<file path="config.mk">
export PLATFORM = sky130hd
export DESIGN_NAME = if_stage
export DESIGN_NICKNAME = d
export VERILOG_FILES = /design/src/rtl/mips_pkg.sv /design/src/rtl/if_id_reg.sv /design/src/rtl/if_stage.sv
export SDC_FILE = /design/constraint.sdc
export NUM_CORES = 1
export LEC_CHECK = 0
export CORE_ASPECT_RATIO = 1.25
export CORE_MARGIN = 2
export CORE_UTILIZATION = 40
export DETAILED_ROUTE_END_ITERATION = 8
export PLACE_DENSITY = 0.74
export SYNTH_ARGS = -nofsm -noshare
export SYNTH_HDL_FRONTEND = slang
export SYNTH_SLANG_ARGS = --single-unit
export TNS_END_PERCENT = 100
</file>
<file path="constraint.sdc">
create_clock -name clk -period 6.83 [get_ports clk]
set_clock_uncertainty 0.2 [all_clocks]
set_input_delay 1.366 -clock clk [delete_from_list [all_inputs] [get_ports clk]]
set_output_delay 1.366 -clock clk [all_outputs]
set_load 0.05 [all_outputs]
</file>
<file path="src/rtl/mips_pkg.sv">
// ============================================================================
// mips_pkg : shared constants and IF/ID bundle type for the pipelined MIPS core
// Rev 1.0  : initial release
// ============================================================================
`default_nettype none

package mips_pkg;

  localparam logic [31:0] RESET_PC_DEFAULT  = 32'h0000_0000;
  localparam logic [31:0] NOP_INSTR_DEFAULT = 32'h0000_0000;

  localparam logic [5:0] OP_RTYPE = 6'b000000;
  localparam logic [5:0] OP_J     = 6'b000010;
  localparam logic [5:0] OP_BEQ   = 6'b000100;

  typedef struct packed {
    logic [31:0] instr;
    logic [31:0] pc_plus4;
    logic        valid;
  } ifid_t;

endpackage

`default_nettype wire

</file>
<file path="src/rtl/if_id_reg.sv">
// ============================================================================
// if_id_reg : IF/ID pipeline register with stall-hold and bubble-load
// Rev 1.0   : initial release
// ============================================================================
`default_nettype none

module if_id_reg
  import mips_pkg::*;
#(
  parameter logic [31:0] NOP_INSTR = NOP_INSTR_DEFAULT
) (
  input  logic        clk,
  input  logic        rst_n,
  input  logic        stall_i,
  input  logic        bubble_i,
  input  logic [31:0] instr_i,
  input  logic [31:0] pc_plus4_i,
  output ifid_t       ifid_o
);

  ifid_t ifid_q;
  ifid_t ifid_d;

  // Stall holds every field; otherwise a bubble still carries the PC+4 of the slot.
  always_comb begin
    ifid_d = ifid_q;
    if (!stall_i) begin
      ifid_d.pc_plus4 = pc_plus4_i;
      if (bubble_i) begin
        ifid_d.instr = NOP_INSTR;
        ifid_d.valid = 1'b0;
      end else begin
        ifid_d.instr = instr_i;
        ifid_d.valid = 1'b1;
      end
    end
  end

  always_ff @(posedge clk) begin
    if (!rst_n) begin
      ifid_q.instr    <= NOP_INSTR;
      ifid_q.pc_plus4 <= 32'h0;
      ifid_q.valid    <= 1'b0;
    end else begin
      ifid_q <= ifid_d;
    end
  end

  assign ifid_o = ifid_q;

endmodule

`default_nettype wire

</file>
<file path="src/rtl/if_stage.sv">
// ============================================================================
// if_stage : fetch stage (PC register, next-PC mux) plus IF/ID register
// Rev 1.0  : initial release
// ============================================================================
`default_nettype none

module if_stage
  import mips_pkg::*;
#(
  parameter logic [31:0] RESET_PC  = RESET_PC_DEFAULT,
  parameter logic [31:0] NOP_INSTR = NOP_INSTR_DEFAULT
) (
  input  logic        clk,
  input  logic        rst_n,
  input  logic        stall_f,
  input  logic        stall_d,
  input  logic        flush_d,
  input  logic        pc_src_d,
  input  logic [31:0] pc_branch_d,
  input  logic        jump_d,
  output logic [31:0] imem_addr,
  input  logic [31:0] imem_rdata,
  input  logic        imem_valid,
  output logic [31:0] pc_f,
  output logic [31:0] instr_d,
  output logic [31:0] pc_plus4_d,
  output logic        valid_d,
  output logic [31:0] fetch_count
);

  logic [31:0] pc_q, pc_d;
  logic [31:0] cnt_q, cnt_d;
  logic [31:0] w_pc_plus4;
  logic [31:0] w_jump_target;
  logic        w_redirect;
  logic        w_bubble;
  ifid_t       w_ifid;

  assign w_pc_plus4    = pc_q + 32'd4;
  assign w_jump_target = {w_ifid.pc_plus4[31:28], w_ifid.instr[25:0], 2'b00};
  assign w_redirect    = jump_d | pc_src_d;
  assign w_bubble      = flush_d | w_redirect | ~imem_valid | stall_f;

  // A redirect while stalled is dropped; the hazard unit re-presents it.
  always_comb begin
    pc_d = pc_q;
    if (!stall_f) begin
      if (jump_d)          pc_d = w_jump_target;
      else if (pc_src_d)   pc_d = pc_branch_d;
      else if (imem_valid) pc_d = w_pc_plus4;
    end
  end

  always_comb begin
    cnt_d = cnt_q;
    if (!stall_d && !w_bubble) cnt_d = cnt_q + 32'd1;
  end

  always_ff @(posedge clk) begin
    if (!rst_n) begin
      pc_q  <= RESET_PC;
      cnt_q <= 32'h0;
    end else begin
      pc_q  <= pc_d;
      cnt_q <= cnt_d;
    end
  end

  if_id_reg #(
    .NOP_INSTR (NOP_INSTR)
  ) u_if_id_reg (
    .clk        (clk),
    .rst_n      (rst_n),
    .stall_i    (stall_d),
    .bubble_i   (w_bubble),
    .instr_i    (imem_rdata),
    .pc_plus4_i (w_pc_plus4),
    .ifid_o     (w_ifid)
  );

  assign imem_addr   = pc_q;
  assign pc_f        = pc_q;
  assign instr_d     = w_ifid.instr;
  assign pc_plus4_d  = w_ifid.pc_plus4;
  assign valid_d     = w_ifid.valid;
  assign fetch_count = cnt_q;

endmodule

`default_nettype wire

</file>
### Yosys cells after proc, flatten, opt, wreduce, memory -nomap -nowiden

Index checks and enable logic that the tools add are counted.

| cells by class | value |
|---|---|
| bitwise operators | 6 |
| muxes and demuxes | 5 |
| add/subtract/negate cells | 2 |
| reduce and logical (&&, ||, !) cells | 5 |

Operators with widths:

| cell | count |
|---|---|
| two-way mux 32 bit | 4 |
| adder 32 x 1 -> 32 bit, second input constant | 1 |
| adder 32 x 3 -> 32 bit, second input constant | 1 |
| OR 1 bit | 4 |
| nonzero test 3 bit | 1 |
| zero test 1 bit | 2 |
| NOT 1 bit | 2 |
| AND reduction 2 bit | 1 |
| logical AND 1 bit | 1 |
| two-way mux 1 bit | 1 |

| word-level totals | value |
|---|---|
| bits of input ports | 72 |
| output and inout port bits | 161 |
| bits in registers | 129 |
| logic and storage cells | 23 |

### Longest topological paths before layout

| depth | value |
|---|---|
| depth in word-level cells | 6 |
| depth in mapped cells | 8 |
| depth with buffers taken out | 6 |

### By module

A second synthesis with hierarchy kept.

| unflattened totals | value |
|---|---|
| cell total of the unflattened synthesis | 803 |
| area total of the unflattened synthesis | 6795.3 µm² |

Modules (own cells, without submodules):

| module | area each (µm²) | cells an instance | times used | sequential area each (µm²) |
|---|---|---|---|---|
| if_stage | 4330.4 | 554 | 1 | 1281.2 |
| if_id_reg | 2464.9 | 249 | 1 | 1301.2 |

### Least setup slack after synthesis

OpenSTA, ideal clock, no wires.

| timing path | value |
|---|---|
| kind | input to register |
| start point | in pc_src_d |
| end point | reg cnt_q[20], in the netlist fetch_count[20] |
| data required time | 6560 ps |
| stages | 7 |
| library setup time | 70 ps |
| slack | 3641 ps |
| arrival time | 2919 ps |
| buffers on the path | 2 |
| cell sequence | clkbuf_1 > nor2_2 > nand4_4 > or3_4 > buf_6 > or3_1 > a21oi_1 |

| on the way | value |
|---|---|
| word-level cells in the longest chain between the ends | 6 |

Ends and longest elaborated chain:

| element | line | text |
|---|---|---|
| start: declaration | if_stage.sv:18 | `input logic pc_src_d,` |
| OR 1 bit | if_stage.sv:41 | `assign w_redirect = jump_d \| pc_src_d;` |
| OR 1 bit (3 in a row) | if_stage.sv:42 | `assign w_bubble = flush_d \| w_redirect \| ~imem_valid \| stall_f;` |
| zero test 1 bit | if_stage.sv:56 | `if (!stall_d && !w_bubble) cnt_d = cnt_q + 32'd1;` |
| logical AND 1 bit | if_stage.sv:56 |  |
| end signal: assignment | if_stage.sv:65 | `cnt_q <= cnt_d;` |
| end: declaration | if_stage.sv:32 | `logic [31:0] cnt_q, cnt_d;` |

No other way between the ends.
A chain may end at the register's enable or synchronous reset.

### Worst setup path in the final report

| timing path | value |
|---|---|
| start point | in jump_d |
| end point | reg cnt_q[27], in the netlist fetch_count[27] |

| on the way | value |
|---|---|
| word-level cells in the longest chain between the ends | 6 |

Ends and longest elaborated chain:

| element | line | text |
|---|---|---|
| start: declaration | if_stage.sv:20 | `input logic jump_d,` |
| OR 1 bit | if_stage.sv:41 |  |
| OR 1 bit (3 in a row) | if_stage.sv:42 |  |
| zero test 1 bit | if_stage.sv:56 |  |
| logical AND 1 bit | if_stage.sv:56 |  |

No other way between the ends.

==> run summary <==
initial DRC count -> 483
metal2 WL -> 9.935 mm
Avg WL per Cell -> 17.68 µm
MaxCap Viol Count -> 0
P per Cell Area -> 226.0 nW/µm²
Num CTS Buffers -> 17
final setup fails -> 0
minimum clock period -> 4.216 ns
synthesis-stage register bit count -> 129
Initial Util -> 0.4115
Clk Tree Root Cell -> clkbuf_16
syn_area_per_cell -> 8.304 µm²
WS Path Type -> input pin to flop
Synth Cell Area -> 6203 µm²
first-pass GRT wire length -> 30.78 mm
hold slack final -> 0.2611 ns
Reg-to-Reg Start -> imem_addr[2]$_SDFFE_PN0P_
met3 WL -> 1.292 mm
clock sinks -> 129
post-synthesis cell count -> 747
Layout fillers -> 1359
Hold Buf Count CTS -> 0
top cells by area, synth -> dfxtp_1 42%, a21oi_1 5.4%, a22oi_1 5.2%
placed cells -> 1106
DR vias/cell -> 5.575
Max VDD drop -> 0.0001487 V
Resized cells post-CTS -> 0
Final ANT Viol Nets -> 0
Fin. Hold Viols -> 0
sequential share of the synthesized area -> 0.4163
post-synth top area cell -> dfxtp_1
hold_sp -> u_if_id_reg.ifid_o[14]$_SDFFE_PN0N_
most common cell after layout, fill and taps aside -> clkdlybuf4s50_1
ant diodes -> 0
commonest non-fill, non-tap cells in the layout -> 231 x clkdlybuf4s50_1, 129 x dfxtp_1, 81 x nor2_1, 67 x a21oi_1, 61 x o21ai_0
worst setup path start -> jump_d
Post-synth ARST share -> 0
final period utilization -> 0.6173
worst hold-check path type -> flop to flop
Top Ports -> 233
clock slew at reported path FFs -> 0.06 ns
setup TNS -> 0 ns
chip width -> 115.4 µm
cells along the critical path -> clkdlybuf4s50_1 > buf_4 > nor2_2 > nand3_1 > or3_1 > or4_1 > a21oi_1
GRT Residual Overflow -> 0
Slew headroom -> 0.1447
Syn Nets -> 821
final WL -> 20.12 mm
Core ar. -> 15080 µm²
Chip Height -> 143.2 µm
CP max stage delay -> 0.64 ns
Yosys cell types -> 56
FMAX -> 237.2 MHz
vias in the first global route -> 5694
Post-synth EDFFs -> 0
iteration count of the initial detailed-routing pass -> 6
H-Tree Depth -> 4
slowest CP cell -> nor2_2
Arr. time, crit path -> 4.36 ns
Worst-Skew Late Latency -> 0.42 ns
Critical Path Sink Type -> flop
Post-DP HPWL -> 13.99 mm
crit-path max FO -> 33
CP required -> 6.97 ns
DRC -> 0
vias post-DR -> 6344
uppermost layer routed -> met4
Longest Clk Path Bufs -> 2
Area growth, synth to finish -> 44.61%
gr usage total -> 0.2369
largest net degree at the start of global routing -> 80
Worst Setup Start Kind -> input pin
final net count -> 991
layout cell share with drive strength beyond 1 -> 0.05376
routability cong. -> 0.8201
Die ar. -> 16530 µm²
share of the synthesized area in the top cell type -> 0.4163
Primary FF master, synth -> dfxtp_1
initial antenna violation count -> 0
yosys warns -> 0
TritonCTS clock tree -> done
Rows -> 50
Non-Filler Instances -> 1138
Port Buf Inserts -> 232
post-CTS setup repair buffer count -> 0
max-slew violations -> 0
Tightest Pin Transition -> 1.278 ns
status -> finished clean
M1 WL -> 8.252 mm
RSZ-0062 raised after global routing -> no
Pleak -> 0.003034 µW
-- logic make-up after synthesis --
group,Yosys count,share of synthesized area
buffers and inverters,101,0.08330
AND/OR/NAND/NOR,231,0.1848
AO/OA/AOI/OAI,238,0.2455
multiplexers,6,0.009682
adder cells (fa/ha/maj),2,0.004033
XOR/XNOR,40,0.05647
flip-flops,129,0.4163
-- metrics by stage --
| step | power [µW] | area, µm² | worst slack [ns] | utilization |
|---|---|---|---|---|
| 2_1_floorplan | 1004 | 6203 | 3.641 | - |
| 3_5_place_dp | 1121 | 8367 | 2.172 | 0.5549 |
| 5_1_grt | 2093 | 8971 | 2.366 | 0.5950 |
| 6_report | 2028 | 8971 | 2.614 | 0.5950 |
| 3_3_place_gp | 1118 | 8367 | 2.265 | 0.5549 |
| 4_1_cts | 2041 | 8971 | 2.612 | 0.5950 |
-- layer usage --
metal | vias up | GRT usage
li1 | 3042 | -
met1 | 2989 | 0.2978
met2 | 273 | 0.3961
met3 | 40 | 0.04499
met4 | 0 | 0.09575
met5 | - | 0
-- worst max-delay path: cells and delay by family --
family                 cells  cell delay (ns)
AO/OA/AOI/OAI              1             0.15
AND/OR/NAND/NOR            4             2.18
buffers and inverters      2             0.64
-- where the power goes --
part / internal (µW) / switching, µW
combinational: 115 / 189
clock: 581 / 343
sequential: 773 / 26.4
-- synth_stat cells (all sizes together), types with 3 or more instances --
| cell type | n |
|---|---|
| o31ai | 6 |
| nor4 | 5 |
| or4 | 5 |
| clkbuf | 46 |
| nor2 | 82 |
| inv | 13 |
| a211oi | 4 |
| or3 | 16 |
| mux2i | 6 |
| o32ai | 3 |
| o311ai | 6 |
| buf | 42 |
| nand4 | 20 |
| nor3 | 13 |
| and3 | 11 |
| nand3 | 26 |
| xor2 | 22 |
| o31a | 7 |
| a21o | 4 |
| a221o | 5 |
| a32o | 3 |
| a2bb2oi | 3 |
| nand2 | 42 |
| o211ai | 7 |
| and2 | 3 |
| o22ai | 5 |
| and4 | 3 |
| a22oi | 43 |
| o21ai | 61 |
| dfxtp | 129 |
| xnor2 | 18 |
| a21oi | 67 |
-- final timing paths --
check / cells after the start / slack [ns] / to
min: 2 / 0.26 / u_if_id_reg.ifid_o[14]$_SDFFE_PN0N_
max reg2reg: 6 / 3.63 / imem_addr[24]$_SDFFE_PN0P_
min reg2reg: 2 / 0.26 / u_if_id_reg.ifid_o[14]$_SDFFE_PN0N_
max: 7 / 2.61 / fetch_count[27]$_SDFFE_PN0P_
-- flip-flops by register name, indices dropped and copies added, names as in the netlist --
register and cells:
fetch_count 32, imem_addr 32, u_if_id_reg.ifid_o 65
-- final cells by class --
cell class	instances	area, µm²	share of cell area
Inverter	13	48.80	0.005439
Clock buffer	18	439.2	0.04895
Tap cell	208	260.3	0.02901
Timing Repair Buffer	239	2370	0.2642
Multi-Input combinational cell	517	3105	0.3462
Sequential cell	129	2582	0.2879
Clock inverter	14	165.2	0.01841
Power figures use the tool's default switching activity.
